==> src/rtl/bip_pkg.sv <==
// -----------------------------------------------------------------------------
// bip_pkg
// Shared definitions for the accumulator-processor control unit:
//   - opcode values (OP_HLT .. OP_SUBI)
//   - ALU function codes (ALU_ADD, ALU_SUB)
//   - FSM state encoding (2-bit)
//   - accumulator input mux encodings (SELA_*)
//   - ctrl_t: the control vector produced by the decoder and held by the FSM
// -----------------------------------------------------------------------------
package bip_pkg;

    localparam logic [4:0] OP_HLT  = 5'b00000;
    localparam logic [4:0] OP_STO  = 5'b00001;
    localparam logic [4:0] OP_LD   = 5'b00010;
    localparam logic [4:0] OP_LDI  = 5'b00011;
    localparam logic [4:0] OP_ADD  = 5'b00100;
    localparam logic [4:0] OP_ADDI = 5'b00101;
    localparam logic [4:0] OP_SUB  = 5'b00110;
    localparam logic [4:0] OP_SUBI = 5'b00111;

    localparam logic [5:0] ALU_ADD = 6'b100000;
    localparam logic [5:0] ALU_SUB = 6'b100010;

    localparam logic [1:0] SELA_ALU = 2'd0;
    localparam logic [1:0] SELA_IMM = 2'd1;
    localparam logic [1:0] SELA_RAM = 2'd2;

    typedef enum logic [1:0] {
        ST_IDLE  = 2'b00,
        ST_FETCH = 2'b01,
        ST_EXEC  = 2'b10,
        ST_HALT  = 2'b11
    } state_t;

    typedef struct packed {
        logic       pc_en;
        logic [1:0] sel_a;
        logic       sel_b;
        logic [5:0] alu_op;
        logic       wr_acc;
        logic       wr_ram;
        logic       rd_ram;
        logic       halt;     // opcode is HLT; steers the FSM, not a port
    } ctrl_t;

    // Quiescent control vector: used at reset and in every non-EXEC cycle.
    localparam ctrl_t CTRL_IDLE = '{
        pc_en:  1'b0,
        sel_a:  SELA_ALU,
        sel_b:  1'b0,
        alu_op: ALU_ADD,
        wr_acc: 1'b0,
        wr_ram: 1'b0,
        rd_ram: 1'b0,
        halt:   1'b0
    };

endpackage

==> src/rtl/bip_decoder.sv <==
// -----------------------------------------------------------------------------
// bip_decoder
// Purely combinational opcode decoder.
// Ports:
//   opcode  in  [bits_opcode-1:0]  opcode field of an instruction
//   ctrl    out ctrl_t             control vector for that opcode
// Unlisted opcodes decode as NOP (only pc_en set).
// -----------------------------------------------------------------------------
module bip_decoder
    import bip_pkg::*;
#(
    parameter int bits_opcode = 5
) (
    input  logic [bits_opcode-1:0] opcode,
    output ctrl_t                  ctrl
);

    always_comb begin
        // NOTE: every field gets a default before the case, so no path leaves
        // a bit unassigned and no latch is inferred.
        ctrl       = CTRL_IDLE;
        ctrl.pc_en = 1'b1;
        case (opcode)
            bits_opcode'(OP_HLT): begin
                ctrl.pc_en = 1'b0;
                ctrl.halt  = 1'b1;
            end
            bits_opcode'(OP_STO): begin
                ctrl.wr_ram = 1'b1;
            end
            bits_opcode'(OP_LD): begin
                ctrl.rd_ram = 1'b1;
                ctrl.sel_a  = SELA_RAM;
                ctrl.wr_acc = 1'b1;
            end
            bits_opcode'(OP_LDI): begin
                ctrl.sel_a  = SELA_IMM;
                ctrl.wr_acc = 1'b1;
            end
            bits_opcode'(OP_ADD), bits_opcode'(OP_SUB): begin
                ctrl.rd_ram = 1'b1;
                ctrl.sel_b  = 1'b0;
                ctrl.sel_a  = SELA_ALU;
                ctrl.wr_acc = 1'b1;
                ctrl.alu_op = (opcode == bits_opcode'(OP_SUB)) ? ALU_SUB : ALU_ADD;
            end
            bits_opcode'(OP_ADDI), bits_opcode'(OP_SUBI): begin
                ctrl.sel_b  = 1'b1;
                ctrl.sel_a  = SELA_ALU;
                ctrl.wr_acc = 1'b1;
                ctrl.alu_op = (opcode == bits_opcode'(OP_SUBI)) ? ALU_SUB : ALU_ADD;
            end
            default: ;  // NOP
        endcase
    end

endmodule

==> src/rtl/bip_control_unit.sv <==
// -----------------------------------------------------------------------------
// bip_control_unit
// Fetch/execute sequencer for the accumulator processor. Latches the fetched
// instruction, decodes it and drives registered datapath strobes for exactly
// one EXEC cycle per instruction (2 cycles per instruction).
// Optional build macro: BIP_CYCLE_COUNTER_EN adds cycle_count (CPI measurement).
// Ports:
//   clk          in   system clock (posedge)
//   rst          in   synchronous, active-high reset
//   run          in   start/continue execution
//   instr        in   instruction memory read data
//   pc_en        out  PC increment pulse
//   operand      out  latched immediate / data address
//   sel_a        out  accumulator input mux (ALU / imm / RAM)
//   sel_b        out  ALU B mux (RAM / imm)
//   alu_op       out  ALU function code
//   wr_acc       out  accumulator write strobe
//   wr_ram       out  data RAM write strobe
//   rd_ram       out  data RAM read enable
//   halted       out  FSM is in HALT
//   cycle_count  out  [31:0] FETCH+EXEC cycles since reset (macro only)
// -----------------------------------------------------------------------------
module bip_control_unit
    import bip_pkg::*;
#(
    parameter int bits_address = 11,
    parameter int bits_opcode  = 5
) (
    input  logic                            clk,
    input  logic                            rst,
    input  logic                            run,
    input  logic [bits_opcode+bits_address-1:0] instr,
    output logic                            pc_en,
    output logic [bits_address-1:0]         operand,
    output logic [1:0]                      sel_a,
    output logic                            sel_b,
    output logic [5:0]                      alu_op,
    output logic                            wr_acc,
    output logic                            wr_ram,
    output logic                            rd_ram,
    output logic                            halted
`ifdef BIP_CYCLE_COUNTER_EN
    ,
    output logic [31:0]                     cycle_count
`endif
);

    state_t                  state, next_state;
    ctrl_t                   dec_ctrl, ctrl_d, ctrl_q;
    logic [bits_address-1:0] ir_operand;

    // Decode straight from the memory bus during FETCH so the registered
    // strobes are already valid in the EXEC cycle.
    bip_decoder #(
        .bits_opcode (bits_opcode)
    ) u_decoder (
        .opcode (instr[bits_opcode+bits_address-1:bits_address]),
        .ctrl   (dec_ctrl)
    );

    always_comb begin
        next_state = state;
        ctrl_d     = CTRL_IDLE;
        case (state)
            ST_IDLE:  next_state = run ? ST_FETCH : ST_IDLE;
            ST_FETCH: begin
                next_state = ST_EXEC;
                ctrl_d     = dec_ctrl;
            end
            // The instruction always completes; run only picks what follows.
            ST_EXEC: begin
                if (ctrl_q.halt) next_state = ST_HALT;
                else             next_state = run ? ST_FETCH : ST_IDLE;
            end
            ST_HALT:  next_state = ST_HALT;
            default:  next_state = ST_IDLE;
        endcase
    end

    always_ff @(posedge clk) begin
        // NOTE: state registers use non-blocking assignments so every register
        // samples pre-edge values regardless of statement order.
        if (rst) begin
            state      <= ST_IDLE;
            ctrl_q     <= CTRL_IDLE;
            ir_operand <= '0;
        end else begin
            state  <= next_state;
            ctrl_q <= ctrl_d;
            if (state == ST_FETCH) ir_operand <= instr[bits_address-1:0];
        end
    end

    assign pc_en   = ctrl_q.pc_en;
    assign sel_a   = ctrl_q.sel_a;
    assign sel_b   = ctrl_q.sel_b;
    assign alu_op  = ctrl_q.alu_op;
    assign wr_acc  = ctrl_q.wr_acc;
    assign wr_ram  = ctrl_q.wr_ram;
    assign rd_ram  = ctrl_q.rd_ram;
    assign operand = ir_operand;
    assign halted  = (state == ST_HALT);

`ifdef BIP_CYCLE_COUNTER_EN
    // Counts only active sequencing cycles; frozen in IDLE and HALT.
    always_ff @(posedge clk) begin
        if (rst)                                          cycle_count <= '0;
        else if (state == ST_FETCH || state == ST_EXEC)   cycle_count <= cycle_count + 32'd1;
    end
`endif

endmodule

==> config.mk <==
export PLATFORM = sky130hd
export DESIGN_NAME = bip_control_unit
export DESIGN_NICKNAME = d
export VERILOG_FILES = /design/src/rtl/bip_pkg.sv /design/src/rtl/bip_decoder.sv /design/src/rtl/bip_control_unit.sv
export SDC_FILE = /design/constraint.sdc
export NUM_CORES = 1
export LEC_CHECK = 0
export CORE_MARGIN = 4
export CORE_UTILIZATION = 37
export DETAILED_ROUTE_END_ITERATION = 12
export PLACE_DENSITY = 0.88
export SLEW_MARGIN = 0
export SYNTH_ARGS = -nofsm -noshare
export SYNTH_HDL_FRONTEND = slang
export SYNTH_SLANG_ARGS = --single-unit
==> constraint.sdc <==
create_clock -name clk -period 1.3 [get_ports clk]
set_input_delay 0.26 -clock clk [delete_from_list [all_inputs] [get_ports clk]]
set_output_delay 0.26 -clock clk [all_outputs]
set_load 0.01 [all_outputs]
# Word level (Yosys, flattened, before mapping)
# Index checks and enable logic that the tools add are counted.
# word_totals
ff_bits,27
in_bits,19
word_cells,40
# classes
mux,12
reduce_logical,7
n_eq_ne,10
n_bitwise,1
# op_table
cell,count
5-bit by 3-bit equality test with 1-bit output (second input constant),4
7-bit case mux with 2 select lines,1
5-bit by 2-bit equality test with 1-bit output (second input constant),2
2-bit case mux with 4 select lines,1
1-bit 2-to-1 mux,6
2-bit 2-to-1 mux,3
2-bit OR reduction,3
6-bit OR reduction,1
5-bit by 1-bit equality test with 1-bit output (second input constant),1
5-bit zero test,1
2-bit equality test (second input constant),2
2-bit case mux with 2 select lines,1
3-bit OR reduction,1
2-bit by 1-bit equality test with 1-bit output (second input constant),1
2-bit zero test,1
1-bit NOT,1

# Logic depth before layout (Yosys ltp)
# logic_depth
depth_word,3
depth_mapped,4

# Cells and area by module
# A second synthesis with hierarchy kept.
# unflattened
cells_unflattened,114
hier_area_um2,1153.6
# modules_own_cells
mod,area_each_um2,instances,cells_per_inst
bip_control_unit,1022.2,1,96
bip_decoder,131.4,1,18

# Least setup slack after synthesis
# OpenSTA, ideal clock, no wires.
# synth_timing
path_type,register -> register
from,register state[0]
to,register ctrl_q (netlist bit sel_a[1])
stages_incl_launch_ff,4
arrival_time_ns,1.093
synth_period_minus_slack_ns,1.180
slack_ns,0.120
required_time_ns,1.213
path_buffers,0
path_cell_list,dfxtp_1 > nand2b_4 > or4_4 > nor4b_2
# synth_between
elab_chain_len,3
# synth_lines
element,line_no,text
"start, declared",bip_control_unit.sv:48,"state_t state, next_state;"
"start signal, assigned",bip_control_unit.sv:88,state <= next_state;
2-bit by 1-bit equality test with 1-bit output,bip_control_unit.sv:64,case (state)
1-bit NOT (no line),-,
2-bit OR reduction (no line),-,
"end signal, assigned",bip_control_unit.sv:89,ctrl_q <= ctrl_d;
"end, declared",bip_control_unit.sv:49,"ctrl_t dec_ctrl, ctrl_d, ctrl_q;"
# Every way passes these cells.
# A chain may end at the register's enable or synchronous reset.

# Final worst setup path
# layout_timing
from,input port instr[14]
to,register ctrl_q (netlist bit sel_a[1])
# layout_between
elab_chain_len,2
word_cells_on_any_way,3
classes_between,eq/ne (2); mux (1)
# layout_lines
element,line_no,text
"start, declared",bip_control_unit.sv:32,"input logic [bits_opcode+bits_address-1:0] instr,"
5-bit by 2-bit equality test with 1-bit output,bip_decoder.sv:23,case (opcode)
2-bit case mux with 2 select lines (*),bip_decoder.sv:23,
# Every way passes the cells marked *; elsewhere a longest branch is shown, timed or not.

==> results.md <==
- The share of total power dissipated in the clock network is 0.292.
- The first detailed-routing pass took 3 iterations.
- Of the post-synthesis cell area, the dominant cell type holds 0.5491.
- The type of origin of the critical path is a primary input.
- The floorplan step set the die width to ~55 um.
- The number of antenna violations at the first check in global routing was 0.
- At the worst endpoint, the required time is about 1.5 ns.
- After synthesis, the cell types taking the most area are dfxtp_1, nand2_1, a21oi_1, buf_4, and3_1.
- The net count of the finished layout is 150.
- After clock tree synthesis, the clock-pin slew on the worst setup and hold paths is roughly 0.12 ns.
- Counting I/O delays and the setup requirement, the final critical path takes about 1.3 ns.
- Counting every instance in the synthesized netlist gives between 80 and 90.
- The flop-to-flop setup slack is approximately 0.026 ns.
- Dividing the final minimum period by the clock period gives 0.9802.
- The number of synthesized flops with an enable pin is 0.
- The worst setup path is of the in2reg kind.
- Setup violations remaining at the end of the flow were counted as 0.
- The max capacitance violation total is 0.
- In the routed layout, each cell is associated on average with a via count of 4.503.
- The fraction of power spent switching nets is 0.2293.
- The final cell area excluding filler cells is approximately 0.0012 mm2.
- The total detailed-routing wirelength is approximately 1.8 mm.
- The ratio of total power to cell area is roughly 1000 mW/mm2.
- Of the total power, combinational logic draws 0.144.
- The number of global-route vias before repair is 659.
- The initial utilization of the core area, before any placement, comes to 0.4006.
- The CTS tree is built.
- The pin count of the biggest net entering global routing is 15.
- The mapped cell area is roughly 800 um2.
- The number of DRC markers after the initial detailed-route iteration is 6.
- Data on the critical path arrives at its endpoint at approximately 1.5 ns.
- The average wire per standard cell is ~12 um.
- The total congestion overflow is 0.
- The number of core rows is 16.
- The worst setup path is captured at a flop.
- The ratio of cells with drive above 1 in the final layout is 0.1385.
- Clock skew on the completed layout was measured at 0.008768 ns.
- Of the synthesized area, sequential elements account for 0.5491.
- In this run the tool buffered the top-level ports with 38 buffer cells.
- Once the clock tree was built, the resizer swapped 24 gates to a different size.
- In the global route stage, overall resource usage came out at 0.1371.
- The highest clock rate is approximately 0.78 GHz.
- In this run the post-CTS setup repair buffer count came out at 0.
- The number of vias after detailed routing is just over 700.
- For this design, the CTS-stage hold fixing added 0 buffers.
- The final routed DRC violation total is 0.
- The fraction of synthesis flops using an asynchronous set or reset pin is 0.
- Routability-driven placement finished with a final weighted congestion of 0.6840.
- Of all nets on the critical path, the largest fanout is 4.
- By count the netlist is led by dfxtp_1, nand2_1, a21oi_1.
- The buffer depth of the longest clock path is 2.
- The end of the worst register-to-register path is sel_a[1]$_SDFF_PP0_.
- Once detailed placement completed, the half-perimeter wirelength came to between 1 and 1.5 mm.
- The clock reaches the later pin of the worst-skew pair after about 0.30 ns.
- Setup repair after global routing left no endpoint under its margin.
- The completed layout was analyzed and its total power is ~1.3 mW.
- The cell chosen for the clock root is clkbuf_4.
- The flip-flop and latch count after synthesis is 22.
- Setup total negative slack on the finished layout was measured at 0 ns.
- The critical path starts at instr[14].
- The number of max-slew violations in the final report is 0.
- The worst hold path belongs to the class reg2reg.
- Clock tree synthesis inserted a total of 3 buffers.
- The flow ran to the end, and the final reports show no timing, DRC or antenna violations.
- The number of warning messages in the yosys log is 0.
- The leakage power total is approximately 0.57 nW.
- From synthesis to final layout, the design area changed by 52.57%.
- Across all hold checks on the routed design, the worst slack comes to roughly 0.46 ns.
- In this run the critical register-to-register path is launched from state[0]$_SDFF_PP0_.
- The share of total power dissipated in sequential elements is 0.564.
- The number of antenna-violating nets in the routed design is 0.
- The standard cell core area is around 0.002 mm2.
- The die covers 0.002976 mm2.
- The average size of a mapped cell is between 9 and 10 um2.
- The worst hold path begins at operand[7]$_SDFFE_PP0N_.
- The number of cells on the worst reg-to-reg path is 4.
- The endpoint of the worst hold-timing path is operand[7]$_SDFFE_PP0N_.
- The post-synthesis cell type with the largest combined area is dfxtp_1.
- The vertical die dimension is between 50 and 60 um.
- The first global-routing pass estimated roughly 2.8 mm of wire.
- CTS saw 22 sinks.
- The number of top-level pins is 44.
- The peak supply drop is between 500 and 600 uV.
- CTS built an H-tree with a depth of 1.
- Along the worst hold path, the cell count comes to 2.
- The number of distinct library cells after synthesis is 20.
- The final count of hold timing violations is 0.
- The switching power is roughly 0.29 mW.
- In the synthesized netlist the dominant register cell turns out to be dfxtp_1.
- The placed instance area is approximately 0.0012 mm2.
- Internal power comes to roughly 0.97 mW.
- 0 antenna diodes ended up in the layout.
- The filler cells instantiated in the layout total just under 200.
[cell type report]
class	instances	area [um2]	share of cell area
clock buffer	4	36.28	0.02965
multi-input combinational	59	306.5	0.2505
sequential	22	442.9	0.3620
tap	27	33.78	0.02761
timing repair buffer	45	404.1	0.3303
[per-layer routing]
layer,global-route usage,wire (um)
met1,0.1433,713
met2,0.2390,904
met4,0.07469,25
met5,0,0
met3,0.04632,202
[logic make-up after synthesis]
| family | after synthesis | synth area share |
|---|---|---|
| and+or+nand+nor | 39 | 0.2543 |
| DFF | 22 | 0.5491 |
| buffers and inverters | 11 | 0.09048 |
| AOI/OAI and AO/OA | 15 | 0.09672 |
| other | 2 | 0.009364 |
[per-stage QoR]
| stage | setup WS, ns | utilization | cells |
|---|---|---|---|
| after floorplan | 0.1201 | - | 92 |
| after global placement | -0.2544 | 0.6031 | 153 |
| after detailed placement | -0.2763 | 0.6031 | 153 |
| after CTS | 0.01139 | 0.6075 | 157 |
| after global routing | 0.001099 | 0.6113 | 157 |
| final | 0.02580 | 0.6113 | 157 |
[worst max-delay path: stages]
cell,delay (ns)
clkdlybuf4s50_1,0.44
or4_4,0.58
nor4b_2,0.21
[worst max-delay path by stage]
stage                           to  slack [ns]  cells past startpoint
2_1_floorplan  sel_a[1]$_SDFF_PP0_        0.12                      3
3_5_place_dp   sel_a[1]$_SDFF_PP0_       -0.28                      3
6_report       sel_a[1]$_SDFF_PP0_        0.03                      3
3_3_place_gp   sel_a[1]$_SDFF_PP0_       -0.25                      3
4_1_cts        sel_a[1]$_SDFF_PP0_        0.01                      4
5_1_grt        sel_a[1]$_SDFF_PP0_       0.001                      4
[placed cells by master, fill, tap and decap left out, types with 2 or more instances in the layout]
cell             netlist  layout
nor2_1                 3       3
dlygate4sd2_1          0      19
a21oi_1               13      13
dfxtp_2                0       2
and3_1                 3       3
buf_4                  8       7
clkbuf_4               0       3
clkdlybuf4s50_1        0      18
conb_1                 2       5
nor3_1                 2       2
dfxtp_1               22      20
nand2_1               22      22
[power groups by stage]
| stage | combinational [mW] | sequential, mW | clock (mW) |
|---|---|---|---|
| after floorplan | 0.0663 | 0.733 | 0 |
| after global placement | 0.190 | 0.722 | 0 |
| after detailed placement | 0.193 | 0.723 | 0 |
| after CTS | 0.181 | 0.708 | 0.378 |
| after global routing | 0.200 | 0.710 | 0.406 |
| final | 0.181 | 0.708 | 0.367 |
[sequential cells by signal, indices dropped and copies added (netlist names)]
signal	flops
rd_ram	1
sel_b	1
state	2
pc_en	1
wr_ram	1
operand	11
sel_a	2
ctrl_q	1
alu_op	1
wr_acc	1
No activity file was read; power rests on OpenSTA's default activity.
